**src/rtl/instr_fetch.sv**
```systemverilog
// Instruction fetch sequencer: reads instruction words (and the immediate word
// of mvi) from a synchronous ROM, issues a one-cycle run pulse to the datapath,
// then waits for done before advancing the program counter.
module instr_fetch #(
  parameter int unsigned ADDR_W    = 5,
  parameter int unsigned DATA_W    = 9,
  parameter int unsigned ROM_LAT   = 1,
  parameter int unsigned LAST_ADDR = 31,
  parameter logic [2:0]  MVI_OP    = 3'b001
) (
  input  logic              clk,
  input  logic              rst,
  input  logic              start,
  output logic [ADDR_W-1:0] rom_addr,
  input  logic [DATA_W-1:0] rom_q,
  output logic [DATA_W-1:0] din,
  output logic              run,
  input  logic              done,
  output logic [ADDR_W-1:0] pc,
  output logic              busy,
  output logic              halted,
  output logic              err,
  output logic [2:0]        fsm_state
);

  typedef enum logic [2:0] {
    IDLE   = 3'd0,
    RD_INS = 3'd1,
    RD_IMM = 3'd2,
    ISSUE  = 3'd3,
    EXEC   = 3'd4,
    HALT   = 3'd5
  } state_t;

  localparam logic [ADDR_W-1:0] LAST = ADDR_W'(LAST_ADDR);
  localparam logic [1:0]        WAIT_LAST = 2'(ROM_LAT);

  state_t              state, state_n;
  logic [ADDR_W-1:0]   pc_n, addr, addr_n;
  logic [DATA_W-1:0]   din_n, instr, instr_n, imm, imm_n;
  logic                run_n, err_n;
  logic [1:0]          cnt, cnt_n;
  logic                cur_mvi, rom_mvi;
  logic [ADDR_W-1:0]   pc_inc1, pc_inc2;

  assign cur_mvi = (instr[DATA_W-1 -: 3] == MVI_OP);
  assign rom_mvi = (rom_q[DATA_W-1 -: 3] == MVI_OP);
  assign pc_inc1 = pc + ADDR_W'(1);
  assign pc_inc2 = pc + ADDR_W'(2);

  assign rom_addr  = addr;
  assign busy      = (state != IDLE) && (state != HALT);
  assign halted    = (state == HALT);
  assign fsm_state = state;

  // State register and all datapath registers; reset discards any pending read.
  always_ff @(posedge clk or negedge rst) begin
    if (!rst) begin
      state <= IDLE;
      pc    <= '0;
      addr  <= '0;
      din   <= '0;
      run   <= 1'b0;
      err   <= 1'b0;
      instr <= '0;
      imm   <= '0;
      cnt   <= '0;
    end else begin
      state <= state_n;
      pc    <= pc_n;
      addr  <= addr_n;
      din   <= din_n;
      run   <= run_n;
      err   <= err_n;
      instr <= instr_n;
      imm   <= imm_n;
      cnt   <= cnt_n;
    end
  end

  // Next-state and next-register values; run is registered, so it is raised on
  // the transition into ISSUE and drops automatically on the way out.
  always_comb begin
    state_n = state;
    pc_n    = pc;
    addr_n  = addr;
    din_n   = din;
    run_n   = 1'b0;
    err_n   = err;
    instr_n = instr;
    imm_n   = imm;
    cnt_n   = cnt;
    unique case (state)
      IDLE: begin
        if (start) begin
          state_n = RD_INS;
          addr_n  = pc;
          cnt_n   = '0;
        end
      end
      RD_INS: begin
        if (cnt == WAIT_LAST) begin
          instr_n = rom_q;
          cnt_n   = '0;
          if (rom_mvi && pc == LAST) begin
            err_n   = 1'b1;
            state_n = HALT;
          end else if (rom_mvi) begin
            addr_n  = pc_inc1;
            state_n = RD_IMM;
          end else begin
            din_n   = rom_q;
            run_n   = 1'b1;
            state_n = ISSUE;
          end
        end else begin
          cnt_n = cnt + 2'd1;
        end
      end
      RD_IMM: begin
        if (cnt == WAIT_LAST) begin
          imm_n   = rom_q;
          din_n   = instr;
          run_n   = 1'b1;
          cnt_n   = '0;
          state_n = ISSUE;
        end else begin
          cnt_n = cnt + 2'd1;
        end
      end
      ISSUE: begin
        din_n   = cur_mvi ? imm : instr;
        state_n = EXEC;
      end
      EXEC: begin
        if (done) begin
          if ((cur_mvi ? pc_inc1 : pc) == LAST) begin
            state_n = HALT;
          end else begin
            pc_n    = cur_mvi ? pc_inc2 : pc_inc1;
            addr_n  = cur_mvi ? pc_inc2 : pc_inc1;
            cnt_n   = '0;
            state_n = RD_INS;
          end
        end
      end
      HALT: begin
        state_n = HALT;
      end
      default: begin
        state_n = IDLE;
      end
    endcase
  end

endmodule
```
**config.mk**
```make
export PLATFORM = sky130hd
export DESIGN_NAME = instr_fetch
export DESIGN_NICKNAME = d
export VERILOG_FILES = /design/src/rtl/instr_fetch.sv
export SDC_FILE = /design/constraint.sdc
export NUM_CORES = 1
export LEC_CHECK = 0
export BUFFER_PORTS_ARGS = -buffer_cell sky130_fd_sc_hd__buf_2
export CAP_MARGIN = 20
export CORE_ASPECT_RATIO = 1.25
export CORE_MARGIN = 2
export CORE_UTILIZATION = 40
export CTS_CLUSTER_SIZE = 12
export DETAILED_ROUTE_END_ITERATION = 16
export GPL_ROUTABILITY_DRIVEN = 0
export SLEW_MARGIN = 20
export SYNTH_ARGS = -nofsm -noshare
export SYNTH_HDL_FRONTEND = slang
export SYNTH_SLANG_ARGS = --single-unit
```
**constraint.sdc**
```tcl
create_clock -name clk -period 5.8 [get_ports clk]
set_clock_uncertainty 0.05 [all_clocks]
set_input_delay 0.87 -clock clk [delete_from_list [all_inputs] [get_ports clk]]
set_output_delay 0.87 -clock clk [all_outputs]
set_load 0.005 [all_outputs]
```
==> impl_metrics.csv, run 1 <==
group,metric,value,unit
timing,grt_setup_unrepaired,"false",
global_route,grt_usage,0.167,
setup_path,reg2reg_from,"pc[0]",
synthesis,synth_edf_count,0,
synthesis,syn_area,0.00245,mm2
timing,setup_violations,0,
power_and_ir_drop,powerDensity,537,mW/mm2
synthesis,yosysUniqueCellTypes,52,
min_path,hp-class,"register to register",
clock_network,cts-htree-levels,2,
run,drv_cap,0,
synthesis,synth_area_leaders,"dfrtp_1 45%, mux2_2 14%, o21ai_0 3.9%",
route,antenna_left,0,
synthesis,syn_nets,248,
route,drt_pass1_iterations,4,
synthesis,yosys.area.top_type,"dfrtp_1",
synthesis,yosysSeqAreaShare,0.449,
floorplanning,dieWidth,74.0,um
route,wl_per_cell,15.2,um
synthesis,netlist.area_leader.share,0.449,
outcome,status,"finished clean",
timing,slew_headroom,0.464,
setup_path,critPathCaptureType,"register",
layout,utilization,0.478,
timing,finalMaxSlewViolations,0,
floorplanning,core_area,0.00586,mm2
power_and_ir_drop,ir_drop,0.281,mV
timing,finalSetupTns,0,ns
floorplanning,fp-row-count,31,
clock_network,post_cts_buffers,0,
timing,hold_viol,0,
synthesis,syn_inst,232,
clock_network,cts-root-buf,"clkbuf_8",
placement,io_buffers,38,
power_and_ir_drop,p_leak,0.00123,uW
setup_path,reg2reg_to,"rom_addr[0]",
layout,nets,282,
setup_path,criticalPathCategory,"register to register",
global_route,grt_pass1_wl,8730,um
route,drc,0,
clock_network,clock-sinks,44,
timing,post-route-min-period,3.07,ns
setup_path,critPathCapture,"rom_addr[0]",
route,routed_wl,5310,um
setup_path,cp_data_arrival_time,3.20,ns
synthesis,ys_async_sr_fraction,1.00,
global_route,grt_max_degree,45,
layout,drive_gt1_frac,0.326,
clock_network,cts_tree,"yes",
placement,placed_area,0.00270,mm2
floorplanning,initial_core_util,0.419,
setup_path,cp-start-kind,"register",
global_route,antenna_found_initial,0,
timing,fmax,326,MHz
clock_network,clock_path_buffers,2,
synthesis,ys_top_cells_by_count,"44 x dfrtp_1, 31 x mux2_2, 19 x o21ai_0",
setup_path,r2r_slack,2.73,ns
placement,hpwl,3690,um
clock_network,numCtsBuffers,5,
floorplanning,fp.dieH,91.5,um
setup_path,path_max_fanout,11,
synthesis,synth_ff_type,"dfrtp_1",
layout,area_growth,14.2,%
synthesis,ys_ff_latch,44,
clock_network,clk_latency,0.30,ns
clock_network,ctsResizeCount,0,
layout,finalInstanceArea,0.00280,mm2
floorplanning,io_pins,39,
route,drt_iter0_drc,111,
synthesis,synth.most_common_cell,"dfrtp_1",
route,viasPerCell,5.34,
layout,diodes,0,
timing,period_share,0.529,
synthesis,synth_area_per_cell,10.6,um2
global_route,grt_pass1_vias,1814,
synthesis,yosysWarnings,0,
clock_network,clk_pin_slew,0.09,ns
global_route,overflow,0,
setup_path,critical_path.startpoint,"pc[0]",
route,via_count,1864,
floorplanning,die-area,0.00677,mm2
timing,worst_pin_slew,0.800,ns
setup_path,cp.required,5.94,ns
clock_network,postCtsHoldBufs,0,
setup_path,ff2ff_path_depth,8,
registers in the layout, summed over array words and instances, names as in the netlist:
register   cells
din            9
imm            9
instr          9
pc             5
rom_addr       5
fsm_state      3
cnt            2
err            1
run            1
worst min-delay path by stage:
stage                     startpoint  endpoint  slack [ns]  cells after the start
final                            err       err        0.44                      1
after global routing             err       err        0.47                      1
after CTS                        err       err        0.44                      1
after detailed placement         err       err        0.41                      1
after global placement           err       err        0.41                      1
after floorplan                  err       err        0.42                      1
metrics by stage:
stage | setup WS, ns | total power, uW | hold WS (ns) | cells
2_1_floorplan | 3.05 | 1100 | 0.418 | 232
3_3_place_gp | 2.82 | 1300 | 0.407 | 341
3_5_place_dp | 2.75 | 1310 | 0.411 | 341
4_1_cts | 2.72 | 1520 | 0.438 | 349
5_1_grt | 2.54 | 1630 | 0.467 | 349
6_report | 2.73 | 1500 | 0.436 | 349
cell families (layout without fill, tap and decap cells):
group / after synthesis / in the layout / share of synthesized area
XOR/XNOR: 6 / 6 / 0.0214
AND/OR/NAND/NOR: 65 / 65 / 0.154
AO/OA/AOI/OAI: 59 / 59 / 0.159
multiplexers: 38 / 38 / 0.171
flip-flops: 44 / 44 / 0.449
buffers and inverters: 16 / 51 / 0.0260
adder cells (fa/ha/maj): 4 / 4 / 0.0194
cell usage in the layout, fill, tap and decap left out, drive strengths merged, types with 2 or more instances in the layout:
cell type and instances:
dfrtp 44, buf 38, mux2 31, o21ai 19, nand2 18, a21oi 14, nor2 12, nand2b 7
mux2i 7, clkbuf 6, inv 5, or3 4, xnor2 4, nor2b 4, nor3 4, o21bai 3
nand3 3, a22oi 3, ha 3, a2111oi 3, and3 2, xor2 2, and2 2, a211oi 2
nand3b 2, o22ai 2, o211ai 2, clkinvlp 2, nor3b 2
layout make-up:
cell class                 count  area [um2]
inverter                       5        18.8
clock inverter                 2        15.0
timing repair buffer          38         193
tap                           82         103
sequential                    44        1100
multi-input combinational    172        1290
fill                         552        3060
clock buffer                   6        82.6
routing by layer:
layer | vias to the layer above | GRT usage | share of wire
met5 | - | 0 | 0
met4 | 0 | 0.0606 | 0.021
met3 | 8 | 0.0377 | 0.038
met2 | 36 | 0.275 | 0.49
met1 | 898 | 0.212 | 0.45
li1 | 922 | - | -
worst max-delay path, cell delays in order (launching register included):
cell	delay (ns)
dfrtp_1	0.52
ha_1	0.33
and3_1	0.21
ha_1	0.21
or4b_4	0.50
a2111oi_2	0.36
nor2_1	0.11
nor3_4	0.27
mux2_2	0.39
power by group:
group / switching [uW] / total (uW) / internal, uW
Sequential: 150 / 598 / 448
Clock: 112 / 208 / 96.5
Combinational: 332 / 698 / 366
Total: 594 / 1500 / 910
Power figures use the tool's default switching activity.
==> run 2: changes to the inputs <==
==> constraint.sdc (replaced) <==
create_clock -name clk -period 2.8 [get_ports clk]
set_clock_uncertainty 0.05 [all_clocks]
set_input_delay 0.42 -clock clk [delete_from_list [all_inputs] [get_ports clk]]
set_output_delay 0.42 -clock clk [all_outputs]
set_load 0.005 [all_outputs]
==> impl_metrics.csv, run 2 (same netlist as run 1, synthesis figures left out) <==
group,metric,value,unit
clock_network,clk_pin_slew,0.09,ns
layout,top_regs,"din: 9 flops, imm: 9 flops, instr: 9 flops",
route,met2_length,2680,um
power_and_ir_drop,comb_power_share,0.512,
clock_network,clock_path_buffers,2,
run,drv_cap,0,
floorplanning,die-area,0.00677,mm2
power_and_ir_drop,p_seq_frac,0.341,
power_and_ir_drop,powerDensity,1130,mW/mm2
setup_path,cp.required,2.94,ns
route,routed_wl,5490,um
timing,period_share,0.965,
route,drc,0,
power_and_ir_drop,p_sw,1280,uW
setup_path,cp-start-kind,"register",
timing,finalMaxSlewViolations,0,
clock_network,clk_latency,0.30,ns
floorplanning,dieWidth,74.0,um
floorplanning,fp.dieH,91.5,um
global_route,antenna_found_initial,0,
setup_path,ff2ff_path_depth,9,
setup_path,critPathCaptureType,"register",
clock_network,numCtsBuffers,5,
layout,utilization,0.506,
route,via_count,1920,
power_and_ir_drop,p_leak,0.00133,uW
min_path,hp-class,"input pin to async pin",
setup_path,criticalPathCategory,"register to register",
floorplanning,initial_core_util,0.419,
global_route,grt_pass1_vias,1913,
route,wl_met3,230,um
layout,fillers,554,
power_and_ir_drop,switching_share,0.382,
clock_network,cts-root-buf,"clkbuf_8",
timing,post-route-min-period,2.70,ns
power_and_ir_drop,p_int,2070,uW
timing,hold_ws,0.0467,ns
route,viasPerCell,5.27,
route,antenna_left,0,
placement,hpwl,3930,um
timing,fmax,370,MHz
timing,hold_viol,0,
layout,multi_input_area,0.00132,mm2
layout,diodes,0,
setup_path,critical_path.startpoint,"pc[0]",
clock_network,cts-htree-levels,2,
setup_path,reg2reg_from,"pc[0]",
route,m1WireLength,2520,um
global_route,grt_max_degree,45,
timing,worst_pin_slew,0.604,ns
power_and_ir_drop,ir_drop,0.537,mV
route,drt_pass1_iterations,4,
global_route,grt_usage,0.180,
clock_network,clock-sinks,44,
layout,final_common_cell,"dfrtp_1",
outcome,status,"finished clean",
floorplanning,core_area,0.00586,mm2
floorplanning,io_pins,39,
floorplanning,fp-row-count,31,
route,drt_iter0_drc,267,
layout,nets,297,
setup_path,path_max_fanout,5,
layout,regArea,0.00110,mm2
layout,drive_gt1_frac,0.372,
power_and_ir_drop,p_clk_frac,0.147,
route,dr.max_layer_used,"met4",
global_route,overflow,0,
clock_network,cts_tree,"yes",
route,wl_per_cell,15.1,um
placement,io_buffers,38,
timing,slew_headroom,0.597,
layout,area_growth,21.0,%
clock_network,postCtsHoldBufs,0,
setup_path,cp_data_arrival_time,2.84,ns
layout,most-common-layout-cells,"44 x dfrtp_1, 37 x buf_2, 30 x mux2_2",
global_route,grt_pass1_wl,9610,um
timing,setup_violations,0,
[run 2: layout make-up]
class                           instances  share of cell area
Clock inverter                          3              0.0143
Clock buffer                            5              0.0232
Inverter                                5             0.00633
Tap cell                               82              0.0346
Sequential cell                        44               0.371
Multi-Input combinational cell        172               0.446
Timing Repair Buffer                   53               0.104
[run 2: what timing repair did]
item / in CTS / in global routing
gates resized for setup: 2 / 5
endpoints found under the setup margin: 5 / 7
setup buffers: 0 / 2
pin swaps: 2 / 5
[run 2: path summary, 6_finish.rpt]
path	to	slack [ns]
setup reg to reg	rom_addr[1]	0.1
setup / recovery	rom_addr[1]	0.1
max in group asynchronous	imm[8]	2.26
min in group clk	fsm_state[2]	0.29
hold reg to reg	err	0.43
hold / removal	fsm_state[2]	0.05
[run 2: power by group through the flow]
stage	sequential (uW)	clock, uW	combinational (uW)
2_1_floorplan	1110	0	1170
3_3_place_gp	1140	0	1660
3_5_place_dp	1160	0	1670
4_1_cts	1150	507	1700
5_1_grt	1190	532	1910
6_report	1140	493	1720
[run 2: per-layer routing]
metal  vias up  track usage
met5         -            0
met4         0       0.0561
met3         6       0.0344
met2        50        0.275
met1       928        0.256
li1        936            -
[run 2: metrics by stage]
stage | area, um2 | setup TNS (ns) | std cells | total power [uW] | setup WS [ns]
3_3_place_gp | 2800 | 0 | 354 | 2800 | 0.0841
3_5_place_dp | 2800 | 0 | 354 | 2830 | 0.00422
4_1_cts | 2920 | 0 | 362 | 3350 | 0.0233
2_1_floorplan | 2450 | 0 | 232 | 2280 | 0.0506
6_report | 2970 | 0 | 364 | 3350 | 0.0986
5_1_grt | 2970 | -0.0188 | 364 | 3640 | -0.00793
[run 2: worst max-delay path, cell delays in order, from the launching register on]
cell and delay (ns):
dfrtp_1 0.39, ha_1 0.21, and3_1 0.21, ha_4 0.17, or4b_4 0.50, a2111oi_4 0.40, nor2_2 0.08, nor3_4 0.12
buf_6 0.14, mux2_2 0.33
